[src/rtl/ps2_pkg.sv]
// Shared PS/2 receiver definitions: prefix bytes, dropped control bytes and
// the frame FSM state encoding used by the keyboard and mouse receivers.
package ps2_pkg;

    localparam logic [7:0] PS2_PFX_EXT   = 8'hE0;
    localparam logic [7:0] PS2_PFX_REL   = 8'hF0;
    localparam logic [7:0] PS2_PFX_PAUSE = 8'hE1;

    // BAT ok, ACK, echo, resend, overrun (two encodings)
    localparam int PS2_NDROP = 6;
    localparam logic [PS2_NDROP-1:0][7:0] PS2_DROP_LIST =
        {8'hAA, 8'hFA, 8'hEE, 8'hFE, 8'h00, 8'hFF};

    typedef enum logic [1:0] {
        ST_IDLE   = 2'd0,
        ST_DATA   = 2'd1,
        ST_PARITY = 2'd2,
        ST_STOP   = 2'd3
    } ps2_state_e;

    function automatic logic ps2_is_drop(input logic [7:0] b);
        logic hit;
        hit = 1'b0;
        for (int i = 0; i < PS2_NDROP; i++) begin
            if (b == PS2_DROP_LIST[i]) hit = 1'b1;
        end
        return hit;
    endfunction

endpackage

[src/rtl/ps2_sync_edge.sv]
// Two-flop synchroniser for the PS/2 clock and data lines plus falling-edge
// detect on the synchronised clock.
module ps2_sync_edge (
    input  logic clk_sys,
    input  logic reset,
    input  logic ps2_clk,
    input  logic ps2_data,
    output logic data_s,
    output logic fall
);
    import ps2_pkg::*;

    logic [1:0] clk_sync_q, clk_sync_d;
    logic [1:0] data_sync_q, data_sync_d;
    logic       clk_prev_q, clk_prev_d;

    always_comb begin
        clk_sync_d  = {clk_sync_q[0], ps2_clk};
        data_sync_d = {data_sync_q[0], ps2_data};
        clk_prev_d  = clk_sync_q[1];
    end

    // Reset to the idle-high line level so leaving reset never fakes a fall.
    always_ff @(posedge clk_sys) begin
        if (reset) begin
            clk_sync_q  <= 2'b11;
            data_sync_q <= 2'b11;
            clk_prev_q  <= 1'b1;
        end else begin
            clk_sync_q  <= clk_sync_d;
            data_sync_q <= data_sync_d;
            clk_prev_q  <= clk_prev_d;
        end
    end

    assign data_s = data_sync_q[1];
    assign fall   = clk_prev_q & ~clk_sync_q[1];

endmodule

[src/rtl/ps2_kbd_rx.sv]
// PS/2 keyboard receiver: deframes 11-bit frames and folds E0/F0/E1 prefixes
// into single-cycle key events for the keyboard matrix mapper.
module ps2_kbd_rx #(
    parameter int TIMEOUT = 2048
) (
    input  logic       clk_sys,
    input  logic       reset,
    input  logic       ps2_clk,
    input  logic       ps2_data,
    output logic       key_strobe,
    output logic [7:0] key_code,
    output logic       key_pressed,
    output logic       key_extended,
    output logic       rx_error
);
    import ps2_pkg::*;

    localparam int TW = $clog2(TIMEOUT + 1);

    logic data_s;
    logic fall;

    ps2_sync_edge u_sync (
        .clk_sys  (clk_sys),
        .reset    (reset),
        .ps2_clk  (ps2_clk),
        .ps2_data (ps2_data),
        .data_s   (data_s),
        .fall     (fall)
    );

    ps2_state_e    state_q, state_d;
    logic [2:0]    bit_cnt_q, bit_cnt_d;
    logic [7:0]    rx_byte_q, rx_byte_d;
    logic          parity_q, parity_d;
    logic [TW-1:0] tmo_cnt_q, tmo_cnt_d;
    logic          byte_ok_q, byte_ok_d;
    logic          byte_err_q, byte_err_d;
    logic          ext_q, ext_d;
    logic          rel_q, rel_d;
    logic [2:0]    skip_cnt_q, skip_cnt_d;
    logic          key_strobe_q, key_strobe_d;
    logic [7:0]    key_code_q, key_code_d;
    logic          key_pressed_q, key_pressed_d;
    logic          key_extended_q, key_extended_d;
    logic          rx_error_q, rx_error_d;

    always_comb begin
        state_d        = state_q;
        bit_cnt_d      = bit_cnt_q;
        rx_byte_d      = rx_byte_q;
        parity_d       = parity_q;
        tmo_cnt_d      = tmo_cnt_q;
        byte_ok_d      = 1'b0;
        byte_err_d     = 1'b0;
        ext_d          = ext_q;
        rel_d          = rel_q;
        skip_cnt_d     = skip_cnt_q;
        key_strobe_d   = 1'b0;
        key_code_d     = key_code_q;
        key_pressed_d  = key_pressed_q;
        key_extended_d = key_extended_q;
        rx_error_d     = 1'b0;

        if (state_q == ST_IDLE || fall) begin
            tmo_cnt_d = '0;
        end else if (tmo_cnt_q != TW'(TIMEOUT)) begin
            tmo_cnt_d = tmo_cnt_q + TW'(1);
        end

        // Frame stage: results are staged one cycle in byte_ok/byte_err.
        if (state_q != ST_IDLE && tmo_cnt_q == TW'(TIMEOUT)) begin
            byte_err_d = 1'b1;
            state_d    = ST_IDLE;
        end else if (fall) begin
            case (state_q)
                ST_IDLE: begin
                    if (!data_s) begin
                        state_d   = ST_DATA;
                        bit_cnt_d = 3'd0;
                    end else begin
                        byte_err_d = 1'b1;
                    end
                end
                ST_DATA: begin
                    rx_byte_d = {data_s, rx_byte_q[7:1]};
                    bit_cnt_d = bit_cnt_q + 3'd1;
                    if (bit_cnt_q == 3'd7) state_d = ST_PARITY;
                end
                ST_PARITY: begin
                    parity_d = data_s;
                    state_d  = ST_STOP;
                end
                ST_STOP: begin
                    if (data_s && (^{rx_byte_q, parity_q})) byte_ok_d  = 1'b1;
                    else                                   byte_err_d = 1'b1;
                    state_d = ST_IDLE;
                end
                default: state_d = ST_IDLE;
            endcase
        end

        // Event stage: prefix folding and output registers.
        if (byte_err_q) begin
            rx_error_d = 1'b1;
            ext_d      = 1'b0;
            rel_d      = 1'b0;
        end else if (byte_ok_q) begin
            if (skip_cnt_q != 3'd0) begin
                skip_cnt_d = skip_cnt_q - 3'd1;
            end else if (rx_byte_q == PS2_PFX_PAUSE) begin
                skip_cnt_d = 3'd7;
            end else if (rx_byte_q == PS2_PFX_EXT) begin
                ext_d = 1'b1;
            end else if (rx_byte_q == PS2_PFX_REL) begin
                rel_d = 1'b1;
            end else if (!ext_q && !rel_q && ps2_is_drop(rx_byte_q)) begin
                skip_cnt_d = skip_cnt_q;
            end else begin
                key_strobe_d   = 1'b1;
                key_code_d     = rx_byte_q;
                key_pressed_d  = ~rel_q;
                key_extended_d = ext_q;
                ext_d          = 1'b0;
                rel_d          = 1'b0;
            end
        end
    end

    always_ff @(posedge clk_sys) begin
        if (reset) begin
            state_q        <= ST_IDLE;
            bit_cnt_q      <= 3'd0;
            rx_byte_q      <= 8'd0;
            parity_q       <= 1'b0;
            tmo_cnt_q      <= '0;
            byte_ok_q      <= 1'b0;
            byte_err_q     <= 1'b0;
            ext_q          <= 1'b0;
            rel_q          <= 1'b0;
            skip_cnt_q     <= 3'd0;
            key_strobe_q   <= 1'b0;
            key_code_q     <= 8'd0;
            key_pressed_q  <= 1'b0;
            key_extended_q <= 1'b0;
            rx_error_q     <= 1'b0;
        end else begin
            state_q        <= state_d;
            bit_cnt_q      <= bit_cnt_d;
            rx_byte_q      <= rx_byte_d;
            parity_q       <= parity_d;
            tmo_cnt_q      <= tmo_cnt_d;
            byte_ok_q      <= byte_ok_d;
            byte_err_q     <= byte_err_d;
            ext_q          <= ext_d;
            rel_q          <= rel_d;
            skip_cnt_q     <= skip_cnt_d;
            key_strobe_q   <= key_strobe_d;
            key_code_q     <= key_code_d;
            key_pressed_q  <= key_pressed_d;
            key_extended_q <= key_extended_d;
            rx_error_q     <= rx_error_d;
        end
    end

    assign key_strobe   = key_strobe_q;
    assign key_code     = key_code_q;
    assign key_pressed  = key_pressed_q;
    assign key_extended = key_extended_q;
    assign rx_error     = rx_error_q;

endmodule

[config.mk]
export PLATFORM = sky130hd
export DESIGN_NAME = ps2_kbd_rx
export DESIGN_NICKNAME = d
export VERILOG_FILES = /design/src/rtl/ps2_pkg.sv /design/src/rtl/ps2_sync_edge.sv /design/src/rtl/ps2_kbd_rx.sv
export SDC_FILE = /design/constraint.sdc
export NUM_CORES = 1
export LEC_CHECK = 0
export ABC_AREA = 0
export BUFFER_PORTS_ARGS = -buffer_cell sky130_fd_sc_hd__buf_2
export CAP_MARGIN = 20
export CORE_ASPECT_RATIO = 1.5
export CORE_UTILIZATION = 33
export DETAILED_ROUTE_END_ITERATION = 8
export PLACE_DENSITY = 0.48
export SYNTH_ARGS = -nofsm -noshare
export SYNTH_HDL_FRONTEND = slang
export SYNTH_HIERARCHICAL = 1
export SYNTH_SLANG_ARGS = --single-unit
[constraint.sdc]
create_clock -name clk_sys -period 2.1 [get_ports clk_sys]
set_clock_uncertainty 0.15 [all_clocks]
set_input_delay 0.42 -clock clk_sys [delete_from_list [all_inputs] [get_ports clk_sys]]
set_output_delay 0.42 -clock clk_sys [all_outputs]
set_load 0.1 [all_outputs]
# ---- Yosys cells after proc, flatten, opt, wreduce, memory -nomap -nowiden
# Index checks and enable logic that the tools add are counted.
dict set report totals {
  reg_bits 50
  latchBits 0
  mem_bits_rw 0
  mem_bits_ro 0
  inputBits 4
  out_inout_bits 12
  word_cells 111
  n_memories 0
}
dict set report classes {
  add_sub_neg 3
  mul 0
  div_mod_pow 0
  order_cmp 0
  eq_ne 19
  shifts 0
  mux 31
  bitwise_logic 13
  n_reduce_logical 27
}
# op count
set op_table {}
lappend op_table {{== test 8 bit, second input constant} 8}
lappend op_table {{2-to-1 mux 1 bit} 23}
lappend op_table {{adder 12 x 1 -> 12 bit, second input constant} 1}
lappend op_table {{== test 12 bit, second input constant} 1}
lappend op_table {{!= test 12 bit, second input constant} 1}
lappend op_table {{NOT 1 bit} 12}
lappend op_table {{AND reduction 3 bit} 4}
lappend op_table {{!= test 2 bit, second input constant} 5}
lappend op_table {{AND reduction 5 bit} 2}
lappend op_table {{2-to-1 mux 3 bit} 3}
lappend op_table {{parity 9 bit} 1}
lappend op_table {{zero test 8 bit} 1}
lappend op_table {{one-hot mux 2 bit (4 select lines)} 1}
lappend op_table {{AND reduction 7 bit} 1}
lappend op_table {{OR reduction 7 bit} 1}
lappend op_table {{one-hot mux 3 bit (2 select lines)} 1}
lappend op_table {{nonzero test 2 bit} 3}
lappend op_table {{OR reduction 2 bit} 3}
lappend op_table {{== test 2 bit, second input constant} 2}
lappend op_table {{logical AND 1 bit} 4}
lappend op_table {{2-to-1 mux 2 bit} 2}
lappend op_table {{AND reduction 4 bit} 1}
lappend op_table {{OR reduction 4 bit} 1}
lappend op_table {{adder 3 x 1 -> 3 bit, second input constant} 1}
lappend op_table {{other kinds (9)} 10}

# ---- Logic depth before layout (Yosys ltp)
dict set report logic_depth {
  word_depth 17
  mapped_depth 7
  ltp_nobuf 6
}

# ---- Hierarchy
# The synthesis kept the hierarchy.
# module instances cells_each area_per_inst_um2 seq_area_each_um2
set modules_own_cells {}
lappend modules_own_cells {ps2_kbd_rx 1 271 2413.6 900.9}
lappend modules_own_cells {ps2_sync_edge 1 11 137.6 100.1}

# ---- Least setup slack after synthesis
# OpenSTA, ideal clock, no wires.
dict set report synth_timing {
  kind {register to register}
  from {register skip_cnt_q[0]}
  to {register rel_q}
  setup_ns 0.086
  arrival_ns 1.665
  required_ns 1.864
  slack_ns 0.199
  stages_incl_launch_ff 7
  path_buffers 0
  period_less_slack_ns 1.901
  cell_sequence {dfxtp_1 -> inv_1 -> ha_1 -> nor2b_1 -> nand2_1 -> or4_1 -> a211oi_1}
}
dict set report synth_between {
  elab_chain_cells 3
}
# item line
set synth_lines {}
lappend synth_lines {{from (decl)} ps2_kbd_rx.sv:41} ;# logic [2:0] skip_cnt_q, skip_cnt_d;
lappend synth_lines {{from (signal assigned)} ps2_kbd_rx.sv:157} ;# skip_cnt_q <= skip_cnt_d;
lappend synth_lines {{nonzero test 3 bit} ps2_kbd_rx.sv:109} ;# if (skip_cnt_q != 3'd0) begin
lappend synth_lines {{NOT 1 bit (no source line)} -}
lappend synth_lines {{AND reduction 5 bit (no source line)} -}
lappend synth_lines {{to (signal assigned)} ps2_kbd_rx.sv:156} ;# rel_q <= rel_d;
lappend synth_lines {{to (decl)} ps2_kbd_rx.sv:40} ;# logic rel_q, rel_d;
# Every way passes these cells.
# A chain may end at the register's enable or synchronous reset.

# ---- Worst setup path after layout
dict set report layout_timing {
  from {register tmo_cnt_q[1]}
  to {register bit_cnt_q[0]}
}
dict set report layout_between {
  elab_chain_cells 4
}
# item line
set layout_lines {}
lappend layout_lines {{from (decl)} ps2_kbd_rx.sv:36} ;# logic [TW-1:0] tmo_cnt_q, tmo_cnt_d;
lappend layout_lines {{from (signal assigned)} ps2_kbd_rx.sv:152} ;# tmo_cnt_q <= tmo_cnt_d;
lappend layout_lines {{== test 12 bit} ps2_kbd_rx.sv:72} ;# if (state_q != ST_IDLE && tmo_cnt_q == TW'(TIMEOUT)) begin
lappend layout_lines {{logical AND 1 bit} ps2_kbd_rx.sv:72}
lappend layout_lines {{NOT 1 bit (no source line)} -}
lappend layout_lines {{AND reduction 4 bit (no source line)} -}
lappend layout_lines {{to (signal assigned)} ps2_kbd_rx.sv:149} ;# bit_cnt_q <= bit_cnt_d;
lappend layout_lines {{to (decl)} ps2_kbd_rx.sv:33} ;# logic [2:0] bit_cnt_q, bit_cnt_d;
# Every way passes these cells.

==> impl_metrics.toml <==
[die]
rows = 38
die_w_um = 73.8
pin_count = 16
start_util_pct = 34.6
die_area_mm2 = 0.00809
core_mm2 = 0.00737
fp.dieH_um = 110

[clock_network]
cts_hold_buf = 0
cts_tree = "done"
cts_max_level = 2
cts_setup_buffers = 0
numCtsBuffers = 5
root_buffer = "clkbuf_8"
cts.reportedPaths.clkPinSlew_ns = 0.09
ctsResizeCount = 0
clk_latency_ns = 0.30
clk_path_buf_depth = 2
cts_sinks = 50

[sta]
hold_viol = 0
maxSlewHeadroom_pct = 68.2
setup_tns_ns = 0
finalCriticalPeriod_ns = 1.94
fmax_mhz = 515
fin_crit_sh_pct = 92.5
worst_pin_slew_ns = 0.472
finalMaxSlewViolations = 0
holdWs_ns = 0.140
final-setup-viol-count = 0
rsz0062_at_grt = "false"

[detailed_routing]
drc = 0
ant_nets = 0
vias = 2072
wl_um = 5590
dr.pass1.iters = 6
drt_iter0_drc = 50
routedWlPerCell_um = 13.7
viasPerCell = 5.09

[finish]
fillers = 761
synthToLayoutAreaGrowth_pct = 15.8
final_cells = 407
drive_gt1_share_pct = 18.6
fin_nets = 320
antennaDiodeCount = 0

[power_and_ir_drop]
ir_drop_mv = 0.266
share_comb_of_total_power_pct = 2.3
p_sw_w = 0.000348
p_per_area_mw_per_mm2 = 565
p_int_w = 0.00132
sw_frac_of_total_pct = 20.8
p_leak_nw = 1.03
power_w = 0.00167
p_clk_share_pct = 40.4
seqPwrFrac_pct = 57.3

[worst_hold_path]
hold_path.class = "in2reg"

[global_route]
grt.met2_usage_pct = 28.5
grt.overflow.total = 0
gr-usage-met3_pct = 2.75
antenna_found_initial = 0
grt_pass1_wl_um = 9500
track_usage_pct = 15.3
grt_max_degree = 40
top_usage_layer = "met2"
grtUsageMet1_pct = 16.9
grt_pass1_vias = 2023

[setup_path]
cp-start-kind = "flip-flop"
endpoint_kind = "flip-flop"
cp.arrival_ns = 2.03
worst-path-max-fanout = 13
path_class = "reg2reg"
cp.required_ns = 2.19

[place]
gp_congestion = 0.762
dpl.hpwl_um = 4000
dp_cells = 399
port_buffers = 15

[synthesis]
synthArstFlopShare_pct = 0
synth_cell_types = 50
synth_ff_type = "dfxtp_1"
ys_seq_area_share_pct = 39.2
synth-seq-cells = 50
synth_edf_count = 0
synth.net_count = 296
ys_warn_count = 6
avgSynthCellArea_um2 = 9.05
syn_inst = 282
synth_area_mm2 = 0.00255

[run]
maxCapViolCount = 0

[status]
status = "finished clean"
==> kinds of logic after synthesis <==
family | count (synthesis) | share of synthesized area [%]
compound gates | 68 | 19.4
xor+xnor | 15 | 6.23
simple gates | 104 | 23.9
buf+inv | 32 | 5.10
fa+ha+maj | 10 | 4.90
mux | 3 | 1.18
flops | 50 | 39.2
==> area by class of cell <==
class | instances | area (µm²) | area share [%]
Inverter | 12 | 45.0 | 1.52
Multi-Input combinational cell | 200 | 1430 | 48.5
Timing Repair Buffer | 37 | 240 | 8.13
Clock inverter | 2 | 37.5 | 1.27
Clock buffer | 6 | 72.6 | 2.46
Tap cell | 100 | 125 | 4.24
Sequential cell | 50 | 1000 | 33.9
==> per-stage QoR <==
stage | area [µm²] | setup slack (ns) | utilization [%]
floorplan | 2550 | 0.199 | -
finish | 2950 | 0.158 | 40.1
CTS | 2940 | 0.0991 | 39.9
global placement | 2830 | 0.152 | 38.4
global route | 2950 | 0.0389 | 40.1
detailed placement | 2830 | 0.113 | 38.4
==> final timing paths <==
path / startpoint / to / slack (ns) / cells after the start
worst min-delay path: ps2_clk / u_sync/clk_sync_q[0]$_SDFF_PP1_ / 0.14 / 2
worst max-delay path: tmo_cnt_q[1]$_SDFFE_PP0P_ / bit_cnt_q[0]$_SDFFE_PP0P_ / 0.16 / 7
worst max register to register: tmo_cnt_q[1]$_SDFFE_PP0P_ / bit_cnt_q[0]$_SDFFE_PP0P_ / 0.16 / 7
worst min register to register: u_sync/clk_sync_q[0]$_SDFF_PP1_ / u_sync/clk_sync_q[1]$_SDFF_PP1_ / 0.26 / 1
==> metal layers <==
layer | vias to the layer above | wire length [µm]
met1 | 961 | 2420
li1 | 1080 | -
met2 | 24 | 2970
met5 | - | 0
met4 | 0 | 87
met3 | 7 | 117
==> power by group through the flow <==
stage / Sequential [W] / Combinational (W) / Clock [W]
2_1_floorplan: 0.000980 / 0.0000226 / 0
3_3_place_gp: 0.000978 / 0.0000377 / 0
3_5_place_dp: 0.000978 / 0.0000377 / 0
4_1_cts: 0.000956 / 0.0000379 / 0.000707
5_1_grt: 0.000957 / 0.0000416 / 0.000751
6_report: 0.000956 / 0.0000375 / 0.000674
==> Yosys cell counts, drive strengths merged, types with 5 or more instances <==
cell type	n	area share, %
nand3	16	3.1
buf	10	1.9
o31ai	9	2.6
nand2	15	2.2
inv	12	1.8
ha	10	4.9
nor2	13	1.9
xnor2	7	2.4
dfxtp	50	39
nor3	5	0.98
nand4	16	3.9
a21oi	22	4.3
o21ai	12	2.4
xor2	6	2.1
or2	6	1.5
clkbuf	10	1.5
==> critical path, stage by stage, from the launching register on <==
cell and delay (ns):
dfxtp_2 0.37, inv_1 0.05, ha_1 0.16, nor4b_2 0.17
and4_1 0.18, buf_4 0.17, or4_1 0.47, a31oi_1 0.16
==> layout by cell type (no fill, tap or decap), types with 7 or more instances in the layout <==
cell type  count
buf_2         15
nor2_1        13
nand3_1       16
nand4_1       16
inv_1         12
xnor2_1        7
a21oi_1       22
o21ai_0       12
ha_1           9
dfxtp_1       49
buf_4         22
o31ai_1        9
nand2_1       15
==> state kept, by name (all words and copies together) (netlist names) <==
register,cells
ext_q,1
key_strobe,1
u_sync/data_sync_q,2
skip_cnt_q,3
u_sync/clk_sync_q,2
rel_q,1
rx_error,1
byte_ok_q,1
parity_q,1
tmo_cnt_q,12
u_sync/clk_prev_q,1
key_code,8
byte_err_q,1
state_q,2
rx_byte_q,8
key_extended,1
key_pressed,1
bit_cnt_q,3
Note: power is estimated with default switching activity, not from simulation.
